<file path="src/rtl/servisia_pkg.sv">
// Shared types and defaults for the byte-serial memory sequencer.
package servisia_pkg;

  localparam int unsigned SERVISIA_ADDR_W = 20;
  localparam int unsigned SERVISIA_BYTES  = 4;
  localparam int unsigned LANE_W          = 8;

  typedef enum logic [1:0] {
    StIdle,
    StAccess,
    StDrain,
    StAck
  } seq_state_e;

endpackage

</file>
<file path="src/rtl/servisia_byte_gather.sv">
// Right-shifting byte collector: each capture pushes a byte in at the top,
// so after BYTES captures the first byte sits in the low lane.
module servisia_byte_gather
  import servisia_pkg::*;
#(
  parameter int unsigned BYTES = SERVISIA_BYTES
) (
  input  logic                      clk_i,
  input  logic                      rst_i,
  input  logic                      clr_i,
  input  logic                      en_i,
  input  logic [LANE_W-1:0]         byte_i,
  output logic [LANE_W*BYTES-1:0]   word_o
);

  localparam int unsigned WORD_W = LANE_W * BYTES;

  logic [WORD_W-1:0] r_shreg;

  always_ff @(posedge clk_i) begin
    if (rst_i || clr_i) begin
      r_shreg <= '0;
    end else if (en_i) begin
      r_shreg <= {byte_i, r_shreg[WORD_W-1:LANE_W]};
    end
  end

  assign word_o = r_shreg;

endmodule

</file>
<file path="src/rtl/servisia_mem_seq.sv">
// Serialises Wishbone word requests into BYTES one-byte memory accesses and
// reassembles read bytes into a word, acking once per request.
module servisia_mem_seq
  import servisia_pkg::*;
#(
  parameter int unsigned ADDR_W = SERVISIA_ADDR_W,
  parameter int unsigned BYTES  = SERVISIA_BYTES
) (
  input  logic                      clk_i,
  input  logic                      rst_i,
  input  logic [31:0]               wb_adr_i,
  input  logic [LANE_W*BYTES-1:0]   wb_dat_i,
  input  logic [BYTES-1:0]          wb_sel_i,
  input  logic                      wb_we_i,
  input  logic                      wb_cyc_i,
  input  logic                      wb_stb_i,
  output logic                      wb_ack_o,
  output logic [LANE_W*BYTES-1:0]   wb_rdt_o,
  output logic                      mem_read_o,
  output logic                      mem_write_o,
  output logic [ADDR_W-1:0]         mem_addr_o,
  output logic [LANE_W-1:0]         mem_wdata_o,
  input  logic [LANE_W-1:0]         mem_rdata_i,
  output logic                      busy_o
);

  localparam int unsigned WORD_W = LANE_W * BYTES;
  localparam int unsigned OFF_W  = $clog2(BYTES);
  localparam logic [OFF_W-1:0] K_LAST = OFF_W'(BYTES - 1);
  localparam logic [OFF_W-1:0] K_ONE  = OFF_W'(1);

  seq_state_e              r_state, w_state_d;
  logic [OFF_W-1:0]        r_k, w_k_d, w_k_nxt;
  logic                    r_we;
  logic [BYTES-1:0]        r_sel;
  logic [WORD_W-1:0]       r_dat;
  logic [ADDR_W-OFF_W-1:0] r_wadr;

  logic                    r_mem_read, w_mem_read_d;
  logic                    r_mem_write, w_mem_write_d;
  logic [ADDR_W-1:0]       r_mem_addr, w_mem_addr_d;
  logic [LANE_W-1:0]       r_mem_wdata, w_mem_wdata_d;

  logic                    w_accept, w_capture;
  logic [WORD_W-1:0]       w_word;

  assign w_accept = (r_state == StIdle) && wb_cyc_i && wb_stb_i;
  assign w_k_nxt  = r_k + K_ONE;

  always_comb begin
    w_state_d     = r_state;
    w_k_d         = r_k;
    w_capture     = 1'b0;
    w_mem_read_d  = 1'b0;
    w_mem_write_d = 1'b0;
    w_mem_addr_d  = '0;
    w_mem_wdata_d = '0;
    case (r_state)
      StIdle: begin
        if (w_accept) begin
          // Byte 0 is issued straight from the bus on the accept edge.
          w_state_d     = StAccess;
          w_k_d         = '0;
          w_mem_read_d  = !wb_we_i;
          w_mem_write_d = wb_we_i && wb_sel_i[0];
          w_mem_addr_d  = {wb_adr_i[ADDR_W-1:OFF_W], {OFF_W{1'b0}}};
          w_mem_wdata_d = wb_dat_i[LANE_W-1:0];
        end
      end
      StAccess: begin
        w_capture = !r_we && (r_k != '0);
        if (r_k == K_LAST) begin
          w_state_d = r_we ? StAck : StDrain;
        end else begin
          w_k_d         = w_k_nxt;
          w_mem_read_d  = !r_we;
          w_mem_write_d = r_we && r_sel[w_k_nxt];
          w_mem_addr_d  = {r_wadr, w_k_nxt};
          w_mem_wdata_d = r_dat[{w_k_nxt, 3'b000} +: LANE_W];
        end
      end
      StDrain: begin
        w_capture = 1'b1;
        w_state_d = StAck;
      end
      StAck: begin
        w_state_d = StIdle;
      end
      default: w_state_d = StIdle;
    endcase
  end

  always_ff @(posedge clk_i) begin
    if (rst_i) begin
      r_state     <= StIdle;
      r_k         <= '0;
      r_we        <= 1'b0;
      r_sel       <= '0;
      r_dat       <= '0;
      r_wadr      <= '0;
      r_mem_read  <= 1'b0;
      r_mem_write <= 1'b0;
      r_mem_addr  <= '0;
      r_mem_wdata <= '0;
    end else begin
      r_state     <= w_state_d;
      r_k         <= w_k_d;
      r_mem_read  <= w_mem_read_d;
      r_mem_write <= w_mem_write_d;
      r_mem_addr  <= w_mem_addr_d;
      r_mem_wdata <= w_mem_wdata_d;
      if (w_accept) begin
        r_we   <= wb_we_i;
        r_sel  <= wb_sel_i;
        r_dat  <= wb_dat_i;
        r_wadr <= wb_adr_i[ADDR_W-1:OFF_W];
      end
    end
  end

  servisia_byte_gather #(
    .BYTES (BYTES)
  ) u_gather (
    .clk_i  (clk_i),
    .rst_i  (rst_i),
    .clr_i  (w_accept),
    .en_i   (w_capture),
    .byte_i (mem_rdata_i),
    .word_o (w_word)
  );

  assign wb_ack_o    = (r_state == StAck);
  assign wb_rdt_o    = (wb_ack_o && !r_we) ? w_word : '0;
  assign busy_o      = (r_state != StIdle);
  assign mem_read_o  = r_mem_read;
  assign mem_write_o = r_mem_write;
  assign mem_addr_o  = r_mem_addr;
  assign mem_wdata_o = r_mem_wdata;

  // Lane 0 is always issued from the live bus, never from the latched copy.
  logic w_unused;
  assign w_unused = ^{wb_adr_i[31:ADDR_W], wb_adr_i[OFF_W-1:0], r_sel[0], r_dat[LANE_W-1:0]};

endmodule

</file>
<file path="config.mk">
export PLATFORM = sky130hd
export DESIGN_NAME = servisia_mem_seq
export DESIGN_NICKNAME = d
export VERILOG_FILES = /design/src/rtl/servisia_pkg.sv /design/src/rtl/servisia_byte_gather.sv /design/src/rtl/servisia_mem_seq.sv
export SDC_FILE = /design/constraint.sdc
export NUM_CORES = 1
export LEC_CHECK = 0
export BUFFER_PORTS_ARGS = -buffer_cell sky130_fd_sc_hd__buf_2
export CAP_MARGIN = 10
export CELL_PAD_IN_SITES_DETAIL_PLACEMENT = 1
export CELL_PAD_IN_SITES_GLOBAL_PLACEMENT = 1
export CORE_MARGIN = 5
export CORE_UTILIZATION = 40
export DETAILED_ROUTE_END_ITERATION = 6
export GPL_TIMING_DRIVEN = 0
export PLACE_DENSITY = 0.95
export SETUP_SLACK_MARGIN = 0.02
export SYNTH_ARGS = -nofsm -noshare
export SYNTH_HDL_FRONTEND = slang
export SYNTH_SLANG_ARGS = --single-unit
</file>
<file path="constraint.sdc">
create_clock -name clk_i -period 3.3 [get_ports clk_i]
set_input_delay 0.495 -clock clk_i [delete_from_list [all_inputs] [get_ports clk_i]]
set_output_delay 0.495 -clock clk_i [all_outputs]
set_load 0.01 [all_outputs]
</file>
### Word level (Yosys, flattened, before mapping)

Cells that the tools add are included.

* output and inout bits: 64
* memory bits (writable): 0
* bits in latches: 0
* input bits: 81
* memory bits (read-only): 0
* flip-flop bits (word level): 121
* memories: 0

* bitwise gates (word level): 0
* add/sub/neg operators: 1
* shifts and indexed selects: 1
* muxes and demuxes: 23
* $lt $le $gt $ge: 1
* multipliers: 0
* reductions and logical operators: 15
* div/mod/pow operators: 0
* eq/ne operators: 7

Operators by type and width (count)
* 20-bit 2-to-1 mux: 2
* 20-bit case mux with 2 select lines: 1
* 32-bit 2-to-1 mux: 1
* 32-bit by 6-bit variable part select with 8-bit output: 1
* 8-bit 2-to-1 mux: 2
* 8-bit case mux with 2 select lines: 1
* 2-bit 2-to-1 mux: 4
* 2-bit case mux with 4 select lines: 1
* 2-bit == test, second input constant: 3
* 1-bit logical AND: 6
* 1-bit 2-to-1 mux: 6
* 1-bit case mux with 2 select lines: 3
* 2-bit nonzero test: 3
* 2-bit != test, second input constant: 2
* 2-bit case mux with 2 select lines: 1
* 2-bit by 3-bit < comparator with 1-bit output, second input constant: 1
* 3-bit AND reduction: 1
* 2-bit by 1-bit adder with 2-bit output, second input constant: 1
* 1-bit binary-select mux with 2-bit select: 1
* 2-bit by 1-bit == test with 1-bit output, second input constant: 1
* 1-bit logical NOT: 2
* 2-bit logical NOT: 1
* 2-bit by 1-bit != test with 1-bit output, second input constant: 1
* 2-bit AND reduction: 1
* 1-bit logical OR: 1

### Longest topological paths before layout

Gate-level depths: netlist of the first run.

* depth after elaboration: 6
* gate-level depth with buffers: 8
* depth with buffers taken out: 5

### Hierarchy

Synthesis of the first run repeated with hierarchy kept, for this count alone.

* cells, all modules: 546
* area total of the unflattened synthesis: 4779.6 µm²

Modules (own cells, without submodules)
* servisia_mem_seq: area an instance 3623.5 µm², instances 1, seq. area each 1781.7 µm², cells an instance 441
* servisia_byte_gather: area an instance 1156.1 µm², instances 1, seq. area each 640.6 µm², cells an instance 105

### Worst setup path after synthesis of the first run

Ideal clock, no wire load.

* path kind: reg2reg
* start: register r_k[0]
* end: register r_mem_write (netlist: mem_write_o)
* period minus slack after synthesis: 1764 ps
* arrival: 1643 ps
* slack: 1536 ps
* data required time: 3179 ps
* setup time: 121 ps
* path buffers: 2
* stages on the path, launching flop included: 8
* path through: dfxtp_1 inv_1 ha_1 buf_2 buf_2 mux4_2 nand4b_1 o31ai_1

* longest elaborated chain between the ends: 6

RTL lines
* start, declared: line servisia_mem_seq.sv:33 `logic [OFF_W-1:0] r_k, w_k_d, w_k_nxt;`
* start signal, assigned: line servisia_mem_seq.sv:107 `r_k <= w_k_d;`
* 2-bit by 1-bit adder with 2-bit output: line servisia_mem_seq.sv:48 `assign w_k_nxt = r_k + K_ONE;`
* 1-bit binary-select mux with 2-bit select: line servisia_mem_seq.sv:77 `w_mem_write_d = r_we && r_sel[w_k_nxt];`
* 1-bit 2-to-1 mux (implied by the code): line servisia_mem_seq.sv:77
* 1-bit logical AND: line servisia_mem_seq.sv:77
* 1-bit 2-to-1 mux (*): line servisia_mem_seq.sv:72 `if (r_k == K_LAST) begin`
* 1-bit case mux with 2 select lines (*): line servisia_mem_seq.sv:58 `case (r_state)`
* end signal, assigned: line servisia_mem_seq.sv:109 `r_mem_write <= w_mem_write_d;`
* end, declared: line servisia_mem_seq.sv:40 `logic r_mem_write, w_mem_write_d;`

Every way passes the cells marked *; elsewhere a longest branch is shown, timed or not. The select of a mux whose other input is x is not followed.
A chain may end at the register's enable or synchronous reset.

### Worst setup path after layout of the first run

* start: register r_state[1]
* end: output wb_rdt_o[23]

* longest elaborated chain between the ends: 3

RTL lines
* start, declared: line servisia_mem_seq.sv:32 `seq_state_e r_state, w_state_d;`
* start signal, assigned: line servisia_mem_seq.sv:95 `r_state <= StIdle;`
* start signal, assigned: line servisia_mem_seq.sv:106 `r_state <= w_state_d;`
* 2-bit == test: line servisia_mem_seq.sv:132 `assign wb_ack_o = (r_state == StAck);`
* 1-bit logical AND: line servisia_mem_seq.sv:133 `assign wb_rdt_o = (wb_ack_o && !r_we) ? w_word : '0;`
* 32-bit 2-to-1 mux: line servisia_mem_seq.sv:133
* end, declared: line servisia_mem_seq.sv:18 `output logic [LANE_W*BYTES-1:0] wb_rdt_o,`

No other way between the ends.

==> results of run 1 <==
## report_power, final
part | switching (W) | total (W) | internal [W] | leakage, nW
Sequential | 0.0000807 | 0.00168 | 0.00160 | 0.982
Combinational | 0.000563 | 0.000861 | 0.000298 | 1.59
Clock | 0.000687 | 0.00185 | 0.00117 | 0.282
## cell usage after synthesis
| master | n |
|---|---|
| sky130_fd_sc_hd__nor3b_1 | 1 |
| sky130_fd_sc_hd__nor2b_1 | 2 |
| sky130_fd_sc_hd__ha_1 | 6 |
| sky130_fd_sc_hd__o21ai_0 | 2 |
| sky130_fd_sc_hd__buf_1 | 3 |
| sky130_fd_sc_hd__nand4b_1 | 1 |
| sky130_fd_sc_hd__a21boi_0 | 1 |
| sky130_fd_sc_hd__buf_2 | 17 |
| sky130_fd_sc_hd__or2_1 | 1 |
| sky130_fd_sc_hd__a21bo_2 | 1 |
| sky130_fd_sc_hd__a31oi_1 | 9 |
| sky130_fd_sc_hd__mux2i_1 | 32 |
| sky130_fd_sc_hd__o31a_1 | 1 |
| sky130_fd_sc_hd__and3b_1 | 1 |
| sky130_fd_sc_hd__mux2_2 | 16 |
| sky130_fd_sc_hd__o21ai_2 | 1 |
| sky130_fd_sc_hd__nand4_1 | 2 |
| sky130_fd_sc_hd__inv_1 | 6 |
| sky130_fd_sc_hd__buf_4 | 4 |
| sky130_fd_sc_hd__a21oi_1 | 76 |
| sky130_fd_sc_hd__nor3b_2 | 1 |
| sky130_fd_sc_hd__dfxtp_1 | 121 |
| sky130_fd_sc_hd__clkbuf_1 | 14 |
| sky130_fd_sc_hd__nand2_1 | 186 |
| sky130_fd_sc_hd__mux4_2 | 1 |
| sky130_fd_sc_hd__and3_1 | 1 |
| sky130_fd_sc_hd__o31ai_1 | 3 |
| sky130_fd_sc_hd__nand2b_1 | 1 |
| sky130_fd_sc_hd__nor2_1 | 4 |
| sky130_fd_sc_hd__o22a_1 | 1 |
| sky130_fd_sc_hd__a311oi_1 | 1 |
| sky130_fd_sc_hd__nand3_1 | 2 |
| sky130_fd_sc_hd__nor3_1 | 1 |
| sky130_fd_sc_hd__and2_1 | 33 |
## layout make-up
cell class                 instances  area (µm²)  area share, %
inverter                           6        22.5          0.365
clock inverter                    10         119           1.93
timing repair buffer             129         646           10.5
tap                              143         179           2.90
clock buffer                      21         470           7.62
sequential                       121        2420           39.2
buffer                            38         179           2.90
multi-input combinational        388        2140           34.6
## routing by layer
metal,GRT usage (%),vias up,share of wire [%]
met1,28.3,2220,41
met3,5.07,27,5.5
met4,8.54,0,1.7
met2,42.1,172,52
met5,0,-,0
li1,-,2120,-
## final timing paths
kind	start	endpoint	slack, ns	cells past startpoint
worst max-delay path	r_state[1]	wb_rdt_o[23]	0.76	5
worst min-delay path	wb_dat_i[11]	r_dat[11]	0.32	3
worst max register to register	r_state[1]	r_we	1.04	7
worst min register to register	r_dat[0]	r_dat[0]	0.46	2
## critical path, cell delays in order, from the launching register on
cell                       delay, ns
sky130_fd_sc_hd__dfxtp_1        0.43
sky130_fd_sc_hd__ha_1           0.20
sky130_fd_sc_hd__nor2b_1        0.29
sky130_fd_sc_hd__clkbuf_1       0.35
sky130_fd_sc_hd__and2_1         0.21
sky130_fd_sc_hd__buf_2          0.14
## flip-flops by register name (all words and copies together) (netlist names)
register         count
mem_read_o           1
r_k                  2
mem_write_o          1
r_wadr              18
r_state              2
mem_wdata_o          8
u_gather.word_o     32
r_dat               32
r_sel                4
r_we                 1
mem_addr_o          20
## logic make-up (layout without fill, tap and decap cells)
logic type	count (synthesis)	after routing	synth area share (%)
compound gates	96	96	11.0
fa+ha+maj	6	6	1.58
buf+inv	44	204	4.23
flops	121	121	50.9
mux	49	49	11.0
simple gates	237	237	21.3
## through the flow
stage          cells  total power, W  area, µm²  setup WS (ns)
5_1_grt          856         0.00457       6170          0.574
3_3_place_gp     825         0.00246       5580           1.25
3_5_place_dp     825         0.00251       5580           1.16
6_report         856         0.00439       6170          0.756
4_1_cts          856         0.00439       6170          0.742
2_1_floorplan    553         0.00221       4760           1.54
==> reports/summary.txt, run 1 <==
SYNTH
--------------------------------------------------------------------------------------------------------
Syn_nets                                                                                             640
Syn Inst Count                                                                                       553
Count of yosys warnings during synthesis                                                               0
Top cells by area in the synthesized netlist                                                sky130_fd_sc_hd__dfxtp_1, sky130_fd_sc_hd__nand2_1, sky130_fd_sc_hd__a21oi_1, sky130_fd_sc_hd__mux2i_1, sky130_fd_sc_hd__and2_1
Seq/Total Area, Yosys                                                                              50.9%
Average size of a mapped cell                                                                   8.61 µm²
Post-synth top area share                                                                          50.9%
Leading area contributor after synthesis                                                    sky130_fd_sc_hd__dfxtp_1
Distinct cells, synth                                                                                 34
Post-synthesis instance area                                                                 0.00476 mm²
Synthesized flop and latch total                                                                     121

WORST SETUP PATH
--------------------------------------------------------------------------------------------------------
Highest net fanout along the worst path                                                               10
CP required                                                                                      2.80 ns
Kind of end point of the critical path                                                        output pin
Critical Setup Path Class                                                                        reg2out
Worst endpoint data arrival time                                                                 2.05 ns
Worst setup SP type                                                                            flip-flop

CLOCKING
--------------------------------------------------------------------------------------------------------
Cts bufs inserted                                                                                     17
Post-CTS clock slew at the launch and capture registers of the worst setup and hold paths        0.06 ns
Clock net sink count                                                                                 121
Number of buffers between clock root and the deepest sink                                              2
CTS tree                                                                                            done
# H-tree levels                                                                                        4
Clock latency at the later pin of the worst-skew pair                                            0.42 ns
Number of buffers inserted by hold repair at cts                                                       0
Clock tree root driver cell                                                                 sky130_fd_sc_hd__clkbuf_16
Post_cts resized                                                                                       0
Setup repair bufs after CTS                                                                            0

TIMING
--------------------------------------------------------------------------------------------------------
Fmax achieved                                                                                  0.393 GHz
Slew margin rel.                                                                                   58.8%
Total Negative Setup Slacks                                                                         0 ns
Total setup violations reported at the end of the flow                                                 0
Worst hold margin                                                                               0.321 ns
Slew Limit Fails                                                                                       0
Worst clock skew on the final layout                                                          0.00833 ns
Total count of hold-check failures in the final report                                                 0
RSZ-0062 raised after global routing                                                                  no
Portion of the clock cycle consumed by the worst path in the final layout                          77.1%
Slew of the pin with the lowest slew margin                                                     0.613 ns
Minimum clock period                                                                             2.54 ns

RUN
--------------------------------------------------------------------------------------------------------
Count of maximum capacitance violations                                                                0

CELLS AND AREA
--------------------------------------------------------------------------------------------------------
Antenna diode instance count                                                                           0
Fraction of layout instances using a drive strength above 1                                        28.1%
Filler Cells Inserted                                                                              1,395
Leading cell type in the layout, fill and taps excluded                                     sky130_fd_sc_hd__nand2_1
Final core utilization                                                                             53.4%
Final #Nets                                                                                          788
Most frequent cells in the layout                                                           sky130_fd_sc_hd__nand2_1, sky130_fd_sc_hd__buf_2, sky130_fd_sc_hd__dfxtp_1
Area overhead of the layout relative to synthesis                                                  29.7%

STATUS
--------------------------------------------------------------------------------------------------------
Outcome                                                                                     finished clean

DETAILED ROUTING
--------------------------------------------------------------------------------------------------------
Post-detailed-routing wire length                                                                16.6 mm
Number of vias per cell                                                                             5.30
Drc violations                                                                                         0
First-pass detailed-route iteration total                                                              5
Average routed wire per standard cell                                                            19.4 µm
1st-iter DRT viols                                                                                   259
Number of nets with antenna violations after routing                                                   0
Count of vias placed by the detailed router                                                        4,539

FLOORPLANNING
--------------------------------------------------------------------------------------------------------
Die span in y                                                                                     119 µm
Starting density of the core                                                                       41.2%
Number of ports placed on the die boundary                                                           145
Placeable core region                                                                         0.0116 mm²
Number of cell rows                                                                                   39
Die ar.                                                                                       0.0142 mm²
Horiz. Die Dim                                                                                    119 µm

GLOBAL ROUTE
--------------------------------------------------------------------------------------------------------
Global-route wire length before repair                                                           26.7 mm
Number of global-route vias before repair                                                          4,983
Initial antenna violation count                                                                        0
Global-route usage over all layers                                                                 23.8%
Overall overflow remaining after global route                                                          0
Pin count of the biggest net entering global routing                                                  17

PLACED DESIGN
--------------------------------------------------------------------------------------------------------
IO Port Bufs                                                                                         129
GP Congestion                                                                                      0.861
Dpl hpwl                                                                                         11.3 mm

POWER
--------------------------------------------------------------------------------------------------------
Static Leak                                                                                      2.86 nW
Maximum VDD drop                                                                              0.000437 V
PwrDens                                                                                       711 mW/mm²

WORST HOLD PATH
--------------------------------------------------------------------------------------------------------
Class of the tightest hold or removal check                                                       in2reg

(Power assumes the default switching activity.)
==> run 2, diff against run 1 <==
Settings changed: CORE_UTILIZATION 40 to 34, PLACE_DENSITY 0.95 to 0.87.
Clock period 3.3 ns to 2.06 ns, I/O delays scaled along.
==> reports/summary.txt, run 2 (synthesis results as in run 1) <==
STATUS
--------------------------------------------------------------------------------------------------------
Outcome                                                                                     finished clean

CLOCKING
--------------------------------------------------------------------------------------------------------
# H-tree levels                                                                                        4   unchanged
Clock tree root driver cell                                                                 sky130_fd_sc_hd__clkbuf_16
Clock latency at the later pin of the worst-skew pair                                            0.42 ns   about the same
Number of buffers between clock root and the deepest sink                                              2   unchanged
Clock net sink count                                                                                 121   unchanged
Cts bufs inserted                                                                                     17   unchanged
Post-CTS clock slew at the launch and capture registers of the worst setup and hold paths        0.05 ns   about the same
CTS tree                                                                                            done

WORST SETUP PATH
--------------------------------------------------------------------------------------------------------
Critical Setup Path Class                                                                        reg2reg
CP required                                                                                      2.34 ns   -0.46 ns
Kind of end point of the critical path                                                         flip-flop
Worst endpoint data arrival time                                                                 2.23 ns   +0.18 ns
Highest net fanout along the worst path                                                               10   unchanged
Worst setup SP type                                                                            flip-flop

CELLS AND AREA
--------------------------------------------------------------------------------------------------------
Filler Cells Inserted                                                                              1,673   +20%
Filler-free cell count of the finished design                                                        893   +4.3%
Final #Nets                                                                                          789   +0.13%
Most frequent cells in the layout                                                           sky130_fd_sc_hd__nand2_1, sky130_fd_sc_hd__buf_2, sky130_fd_sc_hd__dfxtp_1
Antenna diode instance count                                                                           0   unchanged
Leading cell type in the layout, fill and taps excluded                                     sky130_fd_sc_hd__nand2_1
Fraction of layout instances using a drive strength above 1                                        29.3%   +1.3 points
Design Area, Final                                                                           0.00626 mm²   +1.4%
Combined area of the multi-input logic cells                                                 0.00214 mm²   +0.35%
Area occupied by registers                                                                   0.00243 mm²   +0.26%
Area overhead of the layout relative to synthesis                                                  31.5%

TIMING
--------------------------------------------------------------------------------------------------------
Total Negative Setup Slacks                                                                         0 ns   unchanged
Worst clock skew on the final layout                                                          0.00854 ns   +0.000213 ns
Slew Limit Fails                                                                                       0   unchanged
Portion of the clock cycle consumed by the worst path in the final layout                          94.9%
Slew of the pin with the lowest slew margin                                                     0.608 ns   -0.00513 ns
Total setup violations reported at the end of the flow                                                 0   unchanged
Slew margin rel.                                                                                   59.5%   +0.71 points
Minimum clock period                                                                             1.95 ns
Fmax achieved                                                                                  0.512 GHz
Total count of hold-check failures in the final report                                                 0   unchanged
RSZ-0062 raised after global routing                                                                 yes

PLACED DESIGN
--------------------------------------------------------------------------------------------------------
IO Port Bufs                                                                                         129   unchanged
Placed cell areas                                                                            0.00563 mm²   +0.83%
Dpl hpwl                                                                                         10.5 mm   -6.8%
Number of placed instances with taps included                                                        862   +4.5%
GP Congestion                                                                                      0.805   -6.5%

POWER
--------------------------------------------------------------------------------------------------------
PwrDens                                                                                      1100 mW/mm²   +55%
Total power draw                                                                               0.00690 W   +57%
Static Leak                                                                                      2.88 nW   +0.96%
Maximum VDD drop                                                                              0.000559 V   +28%

DETAILED ROUTING
--------------------------------------------------------------------------------------------------------
Count of vias placed by the detailed router                                                        4,290   -5.5%
Post-detailed-routing wire length                                                                14.6 mm   -12%
Number of nets with antenna violations after routing                                                   0   unchanged
Number of vias per cell                                                                             4.80   -9.4%
Average routed wire per standard cell                                                            16.4 µm   -16%
First-pass detailed-route iteration total                                                              7   +2
1st-iter DRT viols                                                                                   160   -38%
Drc violations                                                                                         0   unchanged

GLOBAL ROUTE
--------------------------------------------------------------------------------------------------------
Global-route wire length before repair                                                           22.9 mm   -14%
Number of global-route vias before repair                                                          4,535   -9.0%
Global-route usage over all layers                                                                 18.0%   -5.8 points
Pin count of the biggest net entering global routing                                                  17   unchanged
Initial antenna violation count                                                                        0   unchanged
Overall overflow remaining after global route                                                          0   unchanged

FLOORPLANNING
--------------------------------------------------------------------------------------------------------
Number of cell rows                                                                                   43   +10%
Placeable core region                                                                         0.0138 mm²   +20%
Horiz. Die Dim                                                                                    128 µm   +7.8%
Number of ports placed on the die boundary                                                           145   unchanged
Die ar.                                                                                       0.0165 mm²   +16%
Die span in y                                                                                     128 µm   +7.8%
Starting density of the core                                                                       34.4%   -6.7 points

RUN
--------------------------------------------------------------------------------------------------------
Count of maximum capacitance violations                                                                0   unchanged

WORST HOLD PATH
--------------------------------------------------------------------------------------------------------
Class of the tightest hold or removal check                                                       in2reg

[run 2: cell types whose count changed in the layout (fill, tap and decap cells not counted), moves of 2 or more]
cell	delta
sky130_fd_sc_hd__buf_1	-3
sky130_fd_sc_hd__buf_4	+3
sky130_fd_sc_hd__buf_8	+2
sky130_fd_sc_hd__clkbuf_1	-2
sky130_fd_sc_hd__clkbuf_2	+3
sky130_fd_sc_hd__dfxtp_1	-3
sky130_fd_sc_hd__dfxtp_2	+2
[run 2: through the flow]
stage,setup WS [ns],hold slack [ns],utilization [%]
2_1_floorplan,0.296,0.433,-
3_5_place_dp,-0.0955,0.447,40.7
3_3_place_gp,-0.0606,0.442,40.7
4_1_cts,0.0281,0.116,45.1
5_1_grt,0.00198,0.117,45.3
6_report,0.105,0.132,45.3
[run 2: layout make-up]
class	count	area share [%]
plain buffers	38	3.40
clock buffers	23	7.64
repair buffers	130	10.4
inverters	6	0.360
flip-flops and latches	121	38.8
well taps	180	3.60
multi-input cells	388	34.3
clock inverters	7	1.50
[run 2: final timing paths]
path | startpoint | to | slack [ns] | depth (start not counted)
setup reg to reg | r_k[0] | mem_wdata_o[4] | 0.11 | 7
setup / recovery | r_k[0] | mem_wdata_o[4] | 0.11 | 7
hold reg to reg | r_dat[14] | r_dat[14] | 0.45 | 2
hold / removal | wb_dat_i[19] | r_dat[19] | 0.13 | 3
[run 2: worst max-delay path, cell delays in order (launching register included)]
cell and delay [ns]:
sky130_fd_sc_hd__dfxtp_2 0.42, sky130_fd_sc_hd__inv_1 0.09, sky130_fd_sc_hd__ha_1 0.28, sky130_fd_sc_hd__buf_2 0.24
sky130_fd_sc_hd__buf_4 0.25, sky130_fd_sc_hd__mux2_2 0.35, sky130_fd_sc_hd__nand2_1 0.07, sky130_fd_sc_hd__a31oi_1 0.11
[run 2: what timing repair did]
item,4_1_cts,5_1_grt
gates cloned,0,0
resized for setup,13,11
hold buffers,0,0
buffers inserted,0,1
endpoints found under the hold margin,0,0
pin swaps,0,0
endpoints found under the setup margin,42,50
[run 2: power breakdown]
part	leakage (nW)	internal, W	switching (W)	total [W]
Clock	0.275	0.00186	0.00103	0.00289
Combinational	1.63	0.000495	0.000834	0.00133
Sequential	0.984	0.00256	0.000117	0.00268
[run 2: per-layer routing]
layer  share of wire [%]  global-route usage, %  vias to the layer above  wire length, µm
li1                    -                      -                     2124                -
met1                  41                   20.9                     2052             5970
met2                  52                   31.9                      101             7630
met3                 5.4                   5.17                       13              792
met4                 1.7                   5.62                        0              244
met5                   0                      0                        -                0
==> run 3, diff against run 2 <==
Settings changed: BUFFER_PORTS_ARGS -buffer_cell sky130_fd_sc_hd__buf_2 to -buffer_cell sky130_fd_sc_hd__clkbuf_2.
==> reports/summary.txt, run 3 (synthesis results as in run 1) <==
TIMING
--------------------------------------------------------------------------------------------------------
Portion of the clock cycle consumed by the worst path in the final layout                          94.1%   -0.76 points
Slew margin rel.                                                                                   61.8%   +2.3 points
Slew of the pin with the lowest slew margin                                                     0.574 ns   -0.0344 ns
Slew Limit Fails                                                                                       0   unchanged
Total setup violations reported at the end of the flow                                                 0   unchanged
RSZ-0062 raised after global routing                                                                  no
Worst clock skew on the final layout                                                           0.0133 ns   +0.00473 ns
Minimum clock period                                                                             1.94 ns   -0.0157 ns
Total count of hold-check failures in the final report                                                 0   unchanged
Fmax achieved                                                                                  0.516 GHz   +0.81%

GLOBAL ROUTE
--------------------------------------------------------------------------------------------------------
Global-route usage over all layers                                                                 18.0%   about the same
Pin count of the biggest net entering global routing                                                  17   unchanged
Overall overflow remaining after global route                                                          0   unchanged
Global-route wire length before repair                                                           23.2 mm   +1.1%
Number of global-route vias before repair                                                          4,582   +1.0%
Initial antenna violation count                                                                        0   unchanged

POWER
--------------------------------------------------------------------------------------------------------
Static Leak                                                                                      2.85 nW   -1.3%
PwrDens                                                                                      1120 mW/mm²   +1.4%
Maximum VDD drop                                                                              0.000722 V   +29%

WORST SETUP PATH
--------------------------------------------------------------------------------------------------------
FF-to-FF Start                                                                                    r_k[0]
Cell-by-cell listing of the critical path                                                   ha_2 -> nor2b_4 -> buf_6 -> and2_1 -> clkbuf_2
Critical Setup Path Class                                                                        reg2out
Cell with the largest stage delay on the worst path                                         sky130_fd_sc_hd__dfxtp_4
CP required                                                                                      1.75 ns   -0.59 ns
Worst path bufs/invs                                                                                   2   -1
Highest net fanout along the worst path                                                               10   unchanged
Worst setup SP type                                                                            flip-flop
Crit. Startpoint                                                                              r_state[1]
Kind of end point of the critical path                                                        output pin
Worst endpoint data arrival time                                                                 1.63 ns   -0.60 ns
CP delay by family, top                                                                       flip-flops
Stage delay of the slowest cell on the critical path                                             0.37 ns   -0.05 ns

DETAILED ROUTING
--------------------------------------------------------------------------------------------------------
Drc violations                                                                                         0   unchanged
Count of vias placed by the detailed router                                                        4,279   -0.26%
First-pass detailed-route iteration total                                                              4   -3
Average routed wire per standard cell                                                            16.0 µm   -2.3%
Number of vias per cell                                                                             4.80   -0.14%
Number of nets with antenna violations after routing                                                   0   unchanged
Post-detailed-routing wire length                                                                14.3 mm   -2.4%
1st-iter DRT viols                                                                                   201   +26%

PLACED DESIGN
--------------------------------------------------------------------------------------------------------
Dpl hpwl                                                                                         10.5 mm   -0.59%
IO Port Bufs                                                                                         129   unchanged
Number of placed instances with taps included                                                        862   unchanged
GP Congestion                                                                                      0.796   -1.1%

FLOORPLANNING
--------------------------------------------------------------------------------------------------------
Starting density of the core                                                                       34.4%   unchanged
Horiz. Die Dim                                                                                    128 µm   unchanged
Placeable core region                                                                         0.0138 mm²   unchanged
Number of ports placed on the die boundary                                                           145   unchanged
Die ar.                                                                                       0.0165 mm²   unchanged
Die span in y                                                                                     128 µm   unchanged
Number of cell rows                                                                                   43   unchanged

CELLS AND AREA
--------------------------------------------------------------------------------------------------------
Most frequent cells in the layout                                                           sky130_fd_sc_hd__nand2_1, sky130_fd_sc_hd__clkbuf_2, sky130_fd_sc_hd__dfxtp_1
Antenna diode instance count                                                                           0   unchanged
Filler-free cell count of the finished design                                                        892   -0.11%
Final #Nets                                                                                          788   -0.13%
Area overhead of the layout relative to synthesis                                                  31.8%
Leading cell type in the layout, fill and taps excluded                                     sky130_fd_sc_hd__nand2_1
Fraction of layout instances using a drive strength above 1                                        29.2%   -0.099 points
Final core utilization                                                                             45.4%   +0.12 points

STATUS
--------------------------------------------------------------------------------------------------------
Outcome                                                                                     finished clean

CLOCKING
--------------------------------------------------------------------------------------------------------
Clock tree root driver cell                                                                 sky130_fd_sc_hd__clkbuf_16
Number of buffers between clock root and the deepest sink                                              2   unchanged
Number of buffers inserted by hold repair at cts                                                       0   unchanged
# H-tree levels                                                                                        4   unchanged
Cts bufs inserted                                                                                     17   unchanged
Clock latency at the later pin of the worst-skew pair                                            0.41 ns   about the same
Post-CTS clock slew at the launch and capture registers of the worst setup and hold paths        0.06 ns   about the same
Clock net sink count                                                                                 121   unchanged
CTS tree                                                                                            done

WORST HOLD PATH
--------------------------------------------------------------------------------------------------------
Source of the worst hold timing path                                                         wb_sel_i[3]
Class of the tightest hold or removal check                                                       in2reg

RUN
--------------------------------------------------------------------------------------------------------
Count of maximum capacitance violations                                                                0   unchanged

-- run 3: changes by cell type in the layout (fill, tap and decap cells not counted), sizes merged --
cell / previous run / this run
clkbuf: 36 / 166
clkinvlp: 2 / 0
bufinv: 2 / 3
buf: 155 / 24
clkinv: 3 / 4
-- run 3: path summary, 6_finish.rpt --
check | end | slack [ns] | cells past startpoint
setup / recovery | wb_rdt_o[14] | 0.12 | 5
hold / removal | r_sel[3] | 0.11 | 3
setup reg to reg | mem_wdata_o[4] | 0.18 | 7
hold reg to reg | r_wadr[4] | 0.45 | 2
-- run 3: final cells by class --
cell class,count,area (µm²)
Tap cell,180,225
Timing Repair Buffer,129,646
Clock inverter,7,118
Sequential cell,121,2430
Multi-Input combinational cell,388,2150
Inverter,6,22.5
Fill cell,1649,7550
Clock buffer,23,478
Buffer,38,210
-- run 3: timing repair --
| item | CTS | global route |
|---|---|---|
| hold endpoints to repair | 0 | 0 |
| setup endpoints to repair | 40 | 51 |
| buffers inserted | 0 | 0 |
| resized for setup | 11 | 14 |
-- run 3: routing by layer --
metal  vias up  global-route usage [%]  share of wire [%]  wire length, µm
li1       2126                       -                  -                -
met1      2027                    21.6                 42             6030
met2       106                    31.0                 51             7270
met3        20                    4.42                4.7              678
met4         0                    6.87                2.1              297
met5         -                       0                  0                0
-- run 3: worst reg2reg max path, stage by stage, from the launching register on --
cell and delay (ns):
sky130_fd_sc_hd__dfxtp_2 0.42, sky130_fd_sc_hd__inv_1 0.08, sky130_fd_sc_hd__ha_1 0.28, sky130_fd_sc_hd__clkbuf_4 0.21, sky130_fd_sc_hd__buf_4 0.23, sky130_fd_sc_hd__mux2_2 0.35, sky130_fd_sc_hd__nand2_1 0.08, sky130_fd_sc_hd__a31oi_1 0.10
-- run 3: report_power, final --
| group | leakage (nW) | switching [W] | internal, W |
|---|---|---|---|
| Combinational | 1.57 | 0.000826 | 0.000492 |
| Clock | 0.293 | 0.00103 | 0.00198 |
| Sequential | 0.984 | 0.000118 | 0.00256 |
-- run 3: metrics by stage --
stage | setup TNS, ns | setup slack (ns) | power (W) | cell area (µm²) | hold WS [ns]
3_5_place_dp | -0.428 | -0.0999 | 0.00401 | 5630 | 0.449
4_1_cts | 0 | 0.0177 | 0.00705 | 6250 | 0.0969
5_1_grt | 0 | 0.0204 | 0.00735 | 6270 | 0.115
2_1_floorplan | 0 | 0.296 | 0.00355 | 4760 | 0.433
6_report | 0 | 0.121 | 0.00701 | 6270 | 0.113
3_3_place_gp | -0.127 | -0.0577 | 0.00398 | 5630 | 0.442
